**config.mk**
```make
export PLATFORM = sky130hd
export DESIGN_NAME = fifo_push_arbiter
export DESIGN_NICKNAME = d
export VERILOG_FILES = /design/src/rtl/fifo_push_arbiter_pkg.sv /design/src/rtl/fifo_push_arbiter_rr_picker.sv /design/src/rtl/fifo_push_arbiter.sv
export SDC_FILE = /design/constraint.sdc
export NUM_CORES = 1
export LEC_CHECK = 0
export BUFFER_PORTS_ARGS = -buffer_cell sky130_fd_sc_hd__buf_4
export CAP_MARGIN = 20
export CORE_MARGIN = 2
export CORE_UTILIZATION = 43
export CTS_CLUSTER_DIAMETER = 30
export DETAILED_ROUTE_END_ITERATION = 10
export GPL_TIMING_DRIVEN = 1
export PLACE_DENSITY = 0.9
export RECOVER_POWER = 100
export SLEW_MARGIN = 20
export SYNTH_ARGS = -nofsm -noshare
export SYNTH_HDL_FRONTEND = slang
export SYNTH_HIERARCHICAL = 1
export SYNTH_SLANG_ARGS = --single-unit
```
**constraint.sdc**
```tcl
create_clock -name clk -period 3.4 [get_ports clk]
set_clock_uncertainty 0.15 [all_clocks]
set_input_delay 0.68 -clock clk [delete_from_list [all_inputs] [get_ports clk]]
set_output_delay 0.68 -clock clk [all_outputs]
set_load 0.01 [all_outputs]
```
**src/rtl/fifo_push_arbiter_pkg.sv**
```systemverilog
// rtl/fifo_push_arbiter_pkg.sv - shared types, constants and parity helper for fifo_push_arbiter
//
// Purpose : slot-state enum, drop counter width and the parity check used by
//           the optional parity-drop path (FIFO_ARB_PARITY_DROP_EN).
// Ports   : none (package).

package fifo_arb_pkg;

   typedef enum logic {
      EMPTY = 1'b0,
      FULL  = 1'b1
   } slot_state_e;

   localparam int DROP_CNT_W = 16;

   // Callers zero-extend their word to this width; zero padding does not
   // change the XOR-reduction, so one function serves every DATA_WIDTH.
   localparam int PARITY_MAX_W = 1024;

   function automatic logic parity_ok(input logic [PARITY_MAX_W-1:0] word,
                                      input logic                    even_odd);
      return ((^word) == even_odd);
   endfunction

endpackage

```
**src/rtl/fifo_push_arbiter_rr_picker.sv**
```systemverilog
// rtl/fifo_push_arbiter_rr_picker.sv - combinational round-robin winner search
//
// Purpose : picks the first set request at or above ptr_i, wrapping past
//           N_REQ-1 back to 0.
// Ports   : req_i    - request vector
//           ptr_i    - search start index (always < N_REQ)
//           onehot_o - one-hot winner (zero when no request)
//           idx_o    - winner index (zero when no request)
//           any_o    - at least one request is set

module rr_picker #(
   parameter int N_REQ = 4,
   parameter int PTR_W = 2
) (
   input  logic [N_REQ-1:0] req_i,
   input  logic [PTR_W-1:0] ptr_i,
   output logic [N_REQ-1:0] onehot_o,
   output logic [PTR_W-1:0] idx_o,
   output logic             any_o
);

   always_comb begin : pick
      int               cand;
      logic [PTR_W-1:0] cand_idx;
      onehot_o = '0;
      idx_o    = '0;
      any_o    = 1'b0;
      cand     = 0;
      cand_idx = '0;
      // Walk offsets from farthest to nearest so the nearest hit (the
      // round-robin winner) is the last assignment and therefore sticks.
      for (int k = N_REQ - 1; k >= 0; k--) begin
         cand     = (int'(ptr_i) + k) % N_REQ;
         cand_idx = PTR_W'(cand);
         if (req_i[cand_idx]) begin
            onehot_o           = '0;
            onehot_o[cand_idx] = 1'b1;
            idx_o              = cand_idx;
            any_o              = 1'b1;
         end
      end
   end

endmodule

```
**src/rtl/fifo_push_arbiter.sv**
```systemverilog
// rtl/fifo_push_arbiter.sv - round-robin N-to-1 push arbiter with a one-word output slot
//
// Purpose : grants one requester per cycle (round-robin) and registers its
//           word into a single output slot feeding a FIFO. Optional feature
//           macro FIFO_ARB_PARITY_DROP_EN discards parity-failed words after
//           the handshake and counts them.
// Ports   : clk, rst        - clock, asynchronous active-high reset
//           req_valid_i     - per-requester valid
//           req_data_i      - per-requester word (DATA_WIDTH+1 bits)
//           req_grant_o     - one-hot grant (zero when nothing accepted)
//           fifo_valid_o    - output slot is FULL
//           fifo_data_o     - registered output word
//           fifo_grant_i    - FIFO accepts the slot word this cycle
//           drop_cnt_o      - saturating count of parity-dropped words

module fifo_push_arbiter
   import fifo_arb_pkg::*;
#(
   parameter int DATA_WIDTH = 32,
   parameter int N_REQ      = 4,
   parameter int EVEN_ODD   = 0
) (
   input  logic                              clk,
   input  logic                              rst,
   input  logic [N_REQ-1:0]                  req_valid_i,
   input  logic [N_REQ-1:0][DATA_WIDTH:0]    req_data_i,
   output logic [N_REQ-1:0]                  req_grant_o,
   output logic                              fifo_valid_o,
   output logic [DATA_WIDTH:0]               fifo_data_o,
   input  logic                              fifo_grant_i,
   output logic [DROP_CNT_W-1:0]             drop_cnt_o
);

   localparam int PTR_W = $clog2(N_REQ);

   slot_state_e       slot_q, slot_d;
   logic [DATA_WIDTH:0] data_q, data_d;
   logic [PTR_W-1:0]  rr_ptr_q, rr_ptr_d;

   logic [N_REQ-1:0]  win_onehot;
   logic [PTR_W-1:0]  win_idx;
   logic              win_any;
   logic              can_accept;
   logic              accept;
   logic              load;
   logic [DATA_WIDTH:0] win_word;

   rr_picker #(
      .N_REQ (N_REQ),
      .PTR_W (PTR_W)
   ) u_picker (
      .req_i    (req_valid_i),
      .ptr_i    (rr_ptr_q),
      .onehot_o (win_onehot),
      .idx_o    (win_idx),
      .any_o    (win_any)
   );

   // A FULL slot can be refilled on the same edge it drains. rst gates
   // accept so no grant is visible while reset is held.
   always_comb begin
      can_accept = (slot_q == EMPTY) || fifo_grant_i;
      accept     = win_any && can_accept && !rst;
      win_word   = req_data_i[win_idx];
   end

`ifdef FIFO_ARB_PARITY_DROP_EN
   logic [PARITY_MAX_W-1:0] word_ext;
   logic                    drop;
   logic [DROP_CNT_W-1:0]   drop_cnt_q, drop_cnt_d;

   // A dropped word still completes its handshake (grant and pointer move)
   // but never reaches the slot.
   always_comb begin
      word_ext                = '0;
      word_ext[DATA_WIDTH:0]  = win_word;
      drop                    = accept && !parity_ok(word_ext, (EVEN_ODD != 0));
      load                    = accept && !drop;
      drop_cnt_d              = drop_cnt_q;
      if (drop && (drop_cnt_q != '1)) begin
         drop_cnt_d = drop_cnt_q + 1'b1;
      end
   end

   always_ff @(posedge clk or posedge rst) begin
      if (rst) begin
         drop_cnt_q <= '0;
      end else begin
         drop_cnt_q <= drop_cnt_d;
      end
   end

   assign drop_cnt_o = drop_cnt_q;
`else
   assign load       = accept;
   assign drop_cnt_o = '0;
`endif

   // State register
   always_ff @(posedge clk or posedge rst) begin
      if (rst) begin
         slot_q   <= EMPTY;
         data_q   <= '0;
         rr_ptr_q <= '0;
      end else begin
         slot_q   <= slot_d;
         data_q   <= data_d;
         rr_ptr_q <= rr_ptr_d;
      end
   end

   // Next-state logic
   always_comb begin
      slot_d = slot_q;
      case (slot_q)
         EMPTY:   if (load) slot_d = FULL;
         FULL:    if (fifo_grant_i && !load) slot_d = EMPTY;
         default: slot_d = EMPTY;
      endcase
   end

   // Datapath next values: slot word changes only on load, pointer only on accept
   always_comb begin
      data_d   = load ? win_word : data_q;
      rr_ptr_d = rr_ptr_q;
      if (accept) begin
         rr_ptr_d = (win_idx == PTR_W'(N_REQ - 1)) ? '0 : win_idx + 1'b1;
      end
   end

   // Outputs: fifo_valid_o is purely registered
   always_comb begin
      fifo_valid_o = (slot_q == FULL);
      fifo_data_o  = data_q;
      req_grant_o  = accept ? win_onehot : '0;
   end

endmodule

```
Word-level counts from Yosys, hierarchy flattened
Cells that the tools add are included.

word-level totals
  register bits after elaboration = 36
  output and inout bits = 54

operators by class
  $add $sub $neg = 4
  order comparisons = 9
  equal/unequal tests = 1
  muxes and demuxes = 35
  bitwise logic cells = 1
  reduce and logical (&&, ||, !) cells = 10

operators by type and width
  operator                                                                             number
  33-bit binary-select mux with 2-bit select                                           1
  33-bit two-way mux                                                                   1
  4-bit two-way mux                                                                    5
  2-bit by 3-bit less-than comparator with 1-bit output, second input constant         5
  1-bit two-way mux                                                                    14
  2-bit two-way mux                                                                    5
  1-bit binary-select mux with 2-bit select                                            4
  1-bit demux with 2-bit select                                                        4
  2-bit by 1-bit greater-or-equal comparator with 1-bit output, second input constant  4
  1-bit logical AND                                                                    7
  2-bit by 1-bit adder with 2-bit output, second input constant                        2
  2-bit adder, second input constant                                                   2
  2-bit == test, second input constant                                                 1
  1-bit zero test                                                                      2
  1-bit one-hot mux with 2 select lines                                                1
  1-bit logical OR                                                                     1
  1-bit inverter                                                                       1

Longest topological paths before layout
Gate-level depths: netlist (run 1).

  depth after elaboration = 13
  gate-level depth with buffers = 12
  mapped depth without buffers = 9

Hierarchy
Netlist (run 1), hierarchy kept.

modules (own cells, without submodules)
  module             times used  cells an instance  area each (µm²)
  fifo_push_arbiter  1           145                2469.9
  rr_picker          1           61                 509.2

Least setup slack after synthesis (run 1)
OpenSTA, ideal clock, no wires.

  kind = register -> register
  start = register rr_ptr_q[0]
  end = register data_q[18], in the netlist fifo_data_o[18]
  library setup time = 0.125 ns
  arrival = 2.904 ns
  required time = 3.125 ns
  setup slack = 0.221 ns
  stages on the path, launching flop included = 12
  path through = dfrtp_1 > buf_6 > inv_1 > ha_1 > buf_2 > nor2b_1 > o211a_1 > nor3_1 > buf_6 > buf_12 > mux4_2 > mux2_4

between the ends
  word-level cells in the longest chain between the ends = 9

ends and longest elaborated chain
  what                                          line                               RTL
  start, declared                               fifo_push_arbiter.sv:38            logic [PTR_W-1:0] rr_ptr_q, rr_ptr_d;
  start signal, assigned                        fifo_push_arbiter.sv:108           rr_ptr_q <= rr_ptr_d;
  2-bit adder                                   fifo_push_arbiter_rr_picker.sv:33  cand = (int'(ptr_i) + k) % N_REQ;
  1-bit binary-select mux with 2-bit select     fifo_push_arbiter_rr_picker.sv:35  if (req_i[cand_idx]) begin
  1-bit two-way mux (not written as such)       fifo_push_arbiter_rr_picker.sv:35
  2-bit two-way mux (3 in a row)                fifo_push_arbiter_rr_picker.sv:35
  2-bit two-way mux *                           fifo_push_arbiter_rr_picker.sv:35
  net win_idx[0]                                fifo_push_arbiter.sv:41            logic [PTR_W-1:0] win_idx;
  33-bit binary-select mux with 2-bit select *  fifo_push_arbiter.sv:64            win_word = req_data_i[win_idx];
  33-bit two-way mux (not written as such) *    fifo_push_arbiter.sv:64
  end signal, assigned                          fifo_push_arbiter.sv:107           data_q <= data_d;
  end, declared                                 fifo_push_arbiter.sv:37            logic [DATA_WIDTH:0] data_q, data_d;

The timed path passes the listed nets; every way through them passes the cells marked *. The select of a mux whose other input is x is not followed.
A chain may end at the register's enable or synchronous reset.

Worst setup path after layout (run 1)
  start = register rr_ptr_q[1]
  end = output port req_grant_o[0]

between the ends
  word-level cells in the longest chain between the ends = 10

ends and longest elaborated chain
  what                                                                                                                                                         line                               RTL
  2-bit adder                                                                                                                                                  fifo_push_arbiter_rr_picker.sv:33
  2-bit by 3-bit less-than comparator with 1-bit output (not written as such) or 2-bit by 1-bit greater-or-equal comparator with 1-bit output (tied branches)  fifo_push_arbiter_rr_picker.sv:37  onehot_o[cand_idx] = 1'b1;
  1-bit logical AND (not written as such)                                                                                                                      fifo_push_arbiter_rr_picker.sv:37
  1-bit two-way mux (not written as such)                                                                                                                      fifo_push_arbiter_rr_picker.sv:37
  1-bit demux with 2-bit select                                                                                                                                n/a
  4-bit two-way mux (3 in a row)                                                                                                                               fifo_push_arbiter_rr_picker.sv:35
  4-bit two-way mux *                                                                                                                                          fifo_push_arbiter_rr_picker.sv:35
  net win_onehot[0]                                                                                                                                            fifo_push_arbiter.sv:40            logic [N_REQ-1:0] win_onehot;
  4-bit two-way mux *                                                                                                                                          fifo_push_arbiter.sv:135           req_grant_o = accept ? win_onehot : '0;
  end, declared                                                                                                                                                fifo_push_arbiter.sv:27            output logic [N_REQ-1:0] req_grant_o,

Marks and branches as above.

==> results of run 1 <==
kinds of logic after synthesis:
family / Yosys count / synth area share (%)
AO/OA/AOI/OAI: 19 / 4.116
adder cells (fa/ha/maj): 9 / 3.780
buffers and inverters: 37 / 9.828
flip-flops: 36 / 30.24
multiplexers: 74 / 45.95
other: 1 / 0.1259
AND/OR/NAND/NOR: 30 / 5.964
critical path, stage by stage, from the launching register on:
cell,delay (ps)
dfrtp_1,380
inv_1,180
ha_2,390
or3b_2,460
nand3_1,160
nand4_1,120
a31oi_1,200
and2_1,140
buf_4,120
cells in the mapped netlist, drive strengths merged, types with 4 or more instances:
cell    n
inv     5
o21ai   4
a21oi   4
nand4   4
and2    4
a22oi   4
dfrtp  36
ha      9
mux2   37
nor2    9
mux4   35
a31oi   4
buf    31
layout make-up:
type	instances	area, µm²	area share (%)
clock inverters	1	7.507	0.1764
inverters	5	18.77	0.4409
well taps	80	100.1	2.352
multi-input cells	148	1872	43.97
flip-flops and latches	36	900.9	21.16
clock buffers	7	86.33	2.028
repair buffers	183	1271	29.86
flip-flops by register name (all words and copies together), names as in the netlist:
name,cells
rr_ptr_q,2
fifo_data_o,33
fifo_valid_o,1
metal layers:
metal / wire (µm) / vias up / share of wire (%) / GRT usage (%)
li1: - / 1113 / - / -
met1: 3145 / 1238 / 37 / 24.85
met2: 4552 / 151 / 53 / 39.28
met3: 717 / 9 / 8.4 / 5.308
met4: 106 / 0 / 1.2 / 6.014
met5: 0 / - / 0 / 0
through the flow:
step           setup TNS, ps  setup slack [ps]
6_report                   0             145.4
5_1_grt               -3.396            -3.041
4_1_cts                    0             141.9
3_5_place_dp               0             148.7
3_3_place_gp               0             258.8
2_1_floorplan              0             221.1
power by group through the flow:
stage	Combinational, mW	Sequential (mW)	Clock, mW
floorplan	1.64	0.883	0
global placement	2.32	0.774	0
detailed placement	2.41	0.785	0
CTS	2.42	0.783	0.330
global route	2.46	0.798	0.349
finish	2.28	0.775	0.317
worst max path at each step:
stage / end / slack, ps / cells past startpoint
after global placement: fifo_data_o[13] / 260 / 8
final: req_grant_o[0] / 150 / 8
after floorplan: fifo_data_o[18] / 220 / 11
after detailed placement: fifo_data_o[19] / 150 / 8
after global routing: req_grant_o[2] / -3 / 8
after CTS: fifo_data_o[19] / 140 / 8
repair_timing:
action / in CTS / in global routing
buffers inserted: 0 / 0
endpoints found under the setup margin: 0 / 3
resized for setup: 0 / 1
==> flow_summary.toml, run 1 <==
[status]
status = "finished, final reports clean"

[routing]
wl_per_cell_um = 18.52
dr.pass1.iters = 4
viasPerCell = 5.459
drtIter0Drc = 105
ant_nets = 0
drc_errors = 0
routed-via-count = 2511
wl_mm = 8.521

[run]
drv_cap = 0

[sta]
finalSetupViolations = 0
fmax_mhz = 307.3
period_minus_slack_ps = 3255
fin_crit_sh_pct = 95.72
final-max-slew-violation-count = 0
worstMarginPinSlew_ps = 1164
hold_violations = 0
max_slew_margin_pct = 22.37
holdWs_ps = 328.8

[setup_path]
worst_setup_path_end_kind = "output port"
r2r_slack_ps = 330
reg2reg_depth = 8
reg2reg_to = "fifo_data_o[26]"
critPathKind = "reg2out"
cp_max_fo = 11
crit_start = "rr_ptr_q[1]"
r2r-start = "rr_ptr_q[1]"
cp_data_required_time_ps = 2570
arrival_ps = 2420
cp-start-kind = "register"

[logic_synthesis]
ys_seq_elements = 36
synth_top_cells_by_area = "dfrtp_1 (30%), mux4_2 (23%), mux2_4 (15%)"
synth_top_area_share_pct = 30.24
synth_flop_cell = "dfrtp_1"
ys_async_sr_fraction_pct = 100.0
syn_inst = 206
yosysWarningCount = 6
synth_top_cell_by_area = "dfrtp_1"
synth_area_mm2 = 0.002979
seq_area_frac_synth_pct = 30.24
synth-edff-count = 0
syn_avg_cell_area_um2 = 14.46
ys_types = 37

[floorplanning]
start_util_pct = 44.09
die_h_um = 87.24
io_pins = 193
fp-row-count = 30
die-area_mm2 = 0.007610
fp.dieW_um = 87.24
core_mm2 = 0.006756

[place]
gp_congestion = 0.8198
hpwl_mm = 6.683
place_area_mm2 = 0.004268
dp.cells = 451
port-buffer-count = 176

[final_layout]
syn_to_final_growth_pct = 42.88
stdcell_area_mm2 = 0.004257
num_antenna_cells = 0
final_util_pct = 63.00
layout_commonest_cell = "buf_4"
final_cell_mix = "buf_4 (144), clkbuf_1 (37), dfrtp_1 (36)"
fill_cells = 554
final_cells = 460
nNetsFinal = 527
drive_above_1_share_pct = 60.53

[global_route]
grt_max_degree = 36
grt_pass1_vias = 2589
grt_use_total_pct = 21.47
grt_pass1_wl_mm = 12.43
grt_overflow = 0
antenna_found_initial = 0

[pwr]
powerDensity_mw_per_mm2 = 792.6
comb_power_share_pct = 67.6
swShare_pct = 38.57
p_seq_share_pct = 23.0
total_power_mw = 3.374
p_leak_nw = 1.993
ir_worst_vdd_uv = 427.7
clkPwrFrac_pct = 9.4
internal_power_mw = 2.073
p_sw_mw = 1.301

[cts]
cts_hold_buf = 0
cts_root_buffer = "clkbuf_8"
cts_tree = "built"
numCtsBuffers = 5
clock_sinks = 36
htree_levels = 2
clock_latency_ps = 280
cts_buffer_depth = 2
clkTransAtPathRegs_ps = 80

[min_path]
hp-class = "in2async"
(Power assumes the default switching activity.)
==> run 2: changes to the inputs <==
--- a/config.mk
+++ b/config.mk
@@ -8,11 +8,11 @@
 export BUFFER_PORTS_ARGS = -buffer_cell sky130_fd_sc_hd__buf_4
 export CAP_MARGIN = 20
 export CORE_MARGIN = 2
-export CORE_UTILIZATION = 43
+export CORE_UTILIZATION = 40
 export CTS_CLUSTER_DIAMETER = 30
 export DETAILED_ROUTE_END_ITERATION = 10
 export GPL_TIMING_DRIVEN = 1
-export PLACE_DENSITY = 0.9
+export PLACE_DENSITY = 0.85
 export RECOVER_POWER = 100
 export SLEW_MARGIN = 20
 export SYNTH_ARGS = -nofsm -noshare
==> flow_summary.toml, run 2 (same netlist as run 1, synthesis figures left out) <==
[status]
status = "finished, final reports clean"

[setup_path]
crit_end = "req_grant_o[2]"
reg2reg_to = "fifo_data_o[13]"
slowest_stage = "or3b_2"
cp_max_fo = 11
cp_num_buf_inv = 2
path_cells = "inv_1 > ha_2 > or3b_2 > nand3_1 > nand4_1 > a31oi_1 > and2_0 > buf_4"
arrival_ps = 2420
r2r-start = "rr_ptr_q[1]"
reg2reg_depth = 8
r2r_slack_ps = 270
cp-start-kind = "register"
critical-path-top-delay-family = "simple AND/OR/NAND/NOR gates"
crit_start = "rr_ptr_q[1]"
cp_data_required_time_ps = 2570
critical_path.max_stage_delay_ps = 460
worst_setup_path_end_kind = "output port"
critPathKind = "reg2out"
worst-path-stages = 8

[place]
port-buffer-count = 176
place_area_mm2 = 0.004284
hpwl_mm = 6.271
pre_cts_slack_ps = 237.4
gp_congestion = 0.8669

[cts]
clock_sinks = 36
clkTransAtPathRegs_ps = 70
cts_buffer_depth = 2
cts_tree = "built"
cts_hold_buf = 0
numCtsBuffers = 5
clock_latency_ps = 280
htree_levels = 2
cts_root_buffer = "clkbuf_8"

[sta]
finalSetupTns_ps = 0
hold_violations = 0
setup_ws_ps = 154.1
max_slew_margin_pct = 28.27
final-max-slew-violation-count = 0
worstMarginPinSlew_ps = 1076
rsz0062_at_grt = "false"
finalSetupViolations = 0
fin_crit_sh_pct = 95.47
period_minus_slack_ps = 3246
holdWs_ps = 233.4
fmax_mhz = 308.1

[floorplanning]
fp.dieW_um = 90.30
fp-row-count = 31
start_util_pct = 41.29
io_pins = 193
die-area_mm2 = 0.008154
die_h_um = 90.30
core_mm2 = 0.007214

[global_route]
antenna_found_initial = 0
grt_max_degree = 36
grt_overflow = 0
grt_pass1_wl_mm = 12.81
grt_pass1_vias = 2507
grt_use_total_pct = 19.78

[pwr]
total_power_mw = 3.140
ir_worst_vdd_uv = 391.1
p_leak_nw = 1.879
powerDensity_mw_per_mm2 = 755.0

[final_layout]
fill_cells = 654
num_antenna_cells = 0
nNetsFinal = 526
stdcell_area_mm2 = 0.004159
drive_above_1_share_pct = 53.03
layout_commonest_cell = "buf_4"
final_cell_mix = "buf_4 (143), clkbuf_1 (38), dfrtp_1 (36)"
largest_reg_flops = 33
syn_to_final_growth_pct = 39.61

[routing]
drc_errors = 0
routed-via-count = 2480
viasPerCell = 5.188
wl_per_cell_um = 16.64
dr.pass1.iters = 4
drtIter0Drc = 84
ant_nets = 0
wl_mm = 7.952

[min_path]
hp-class = "in2async"

[run]
drv_cap = 0
[run 2: changes by cell type in the layout (fill, tap and decap cells not counted), moves of 3 or more]
cell | previous run | this run
mux2_1 | 0 | 26
mux2_4 | 30 | 4
and2_0 | 0 | 3
and2_1 | 4 | 1
[run 2: metrics by stage]
step | instances | util [%]
finish | 478 | 57.65
global route | 478 | 57.65
CTS | 477 | 60.68
detailed placement | 469 | 59.38
global placement | 469 | 59.38
floorplan | 221 | -
[run 2: worst min-delay path by stage]
stage | end | slack [ps] | cells after the start
5_1_grt | fifo_valid_o | 270 | 2
4_1_cts | fifo_valid_o | 270 | 2
6_report | fifo_valid_o | 230 | 2
3_5_place_dp | fifo_data_o[12] | 350 | 1
3_3_place_gp | fifo_data_o[26] | 340 | 1
2_1_floorplan | fifo_data_o[23] | 400 | 1
[run 2: cell type report]
class,instances,area [µm²],area share (%)
clock inverter,1,7.507,0.1805
tap,99,123.9,2.978
inverter,5,18.77,0.4513
multi-input combinational,148,1762,42.36
clock buffer,7,86.33,2.076
sequential,36,900.9,21.66
timing repair buffer,182,1260,30.29
[run 2: power breakdown]
| group | leakage (nW) | switching, mW | internal (mW) |
|---|---|---|---|
| logic | 1.41 | 0.964 | 1.10 |
| clock network | 0.0445 | 0.150 | 0.165 |
| registers | 0.421 | 0.113 | 0.646 |
| total | 1.88 | 1.23 | 1.91 |
[run 2: what timing repair did]
action | 4_1_cts | 5_1_grt
gates resized for setup | 0 | 1
setup buffers | 0 | 0
setup endpoints to repair | 0 | 1
[run 2: metal layers]
| layer | up-vias | wire, µm | global-route usage [%] |
|---|---|---|---|
| li1 | 1114 | - | - |
| met1 | 1223 | 2956 | 23.41 |
| met2 | 137 | 4251 | 35.84 |
| met3 | 6 | 669 | 5.676 |
| met4 | 0 | 74 | 4.103 |
| met5 | - | 0 | 0 |
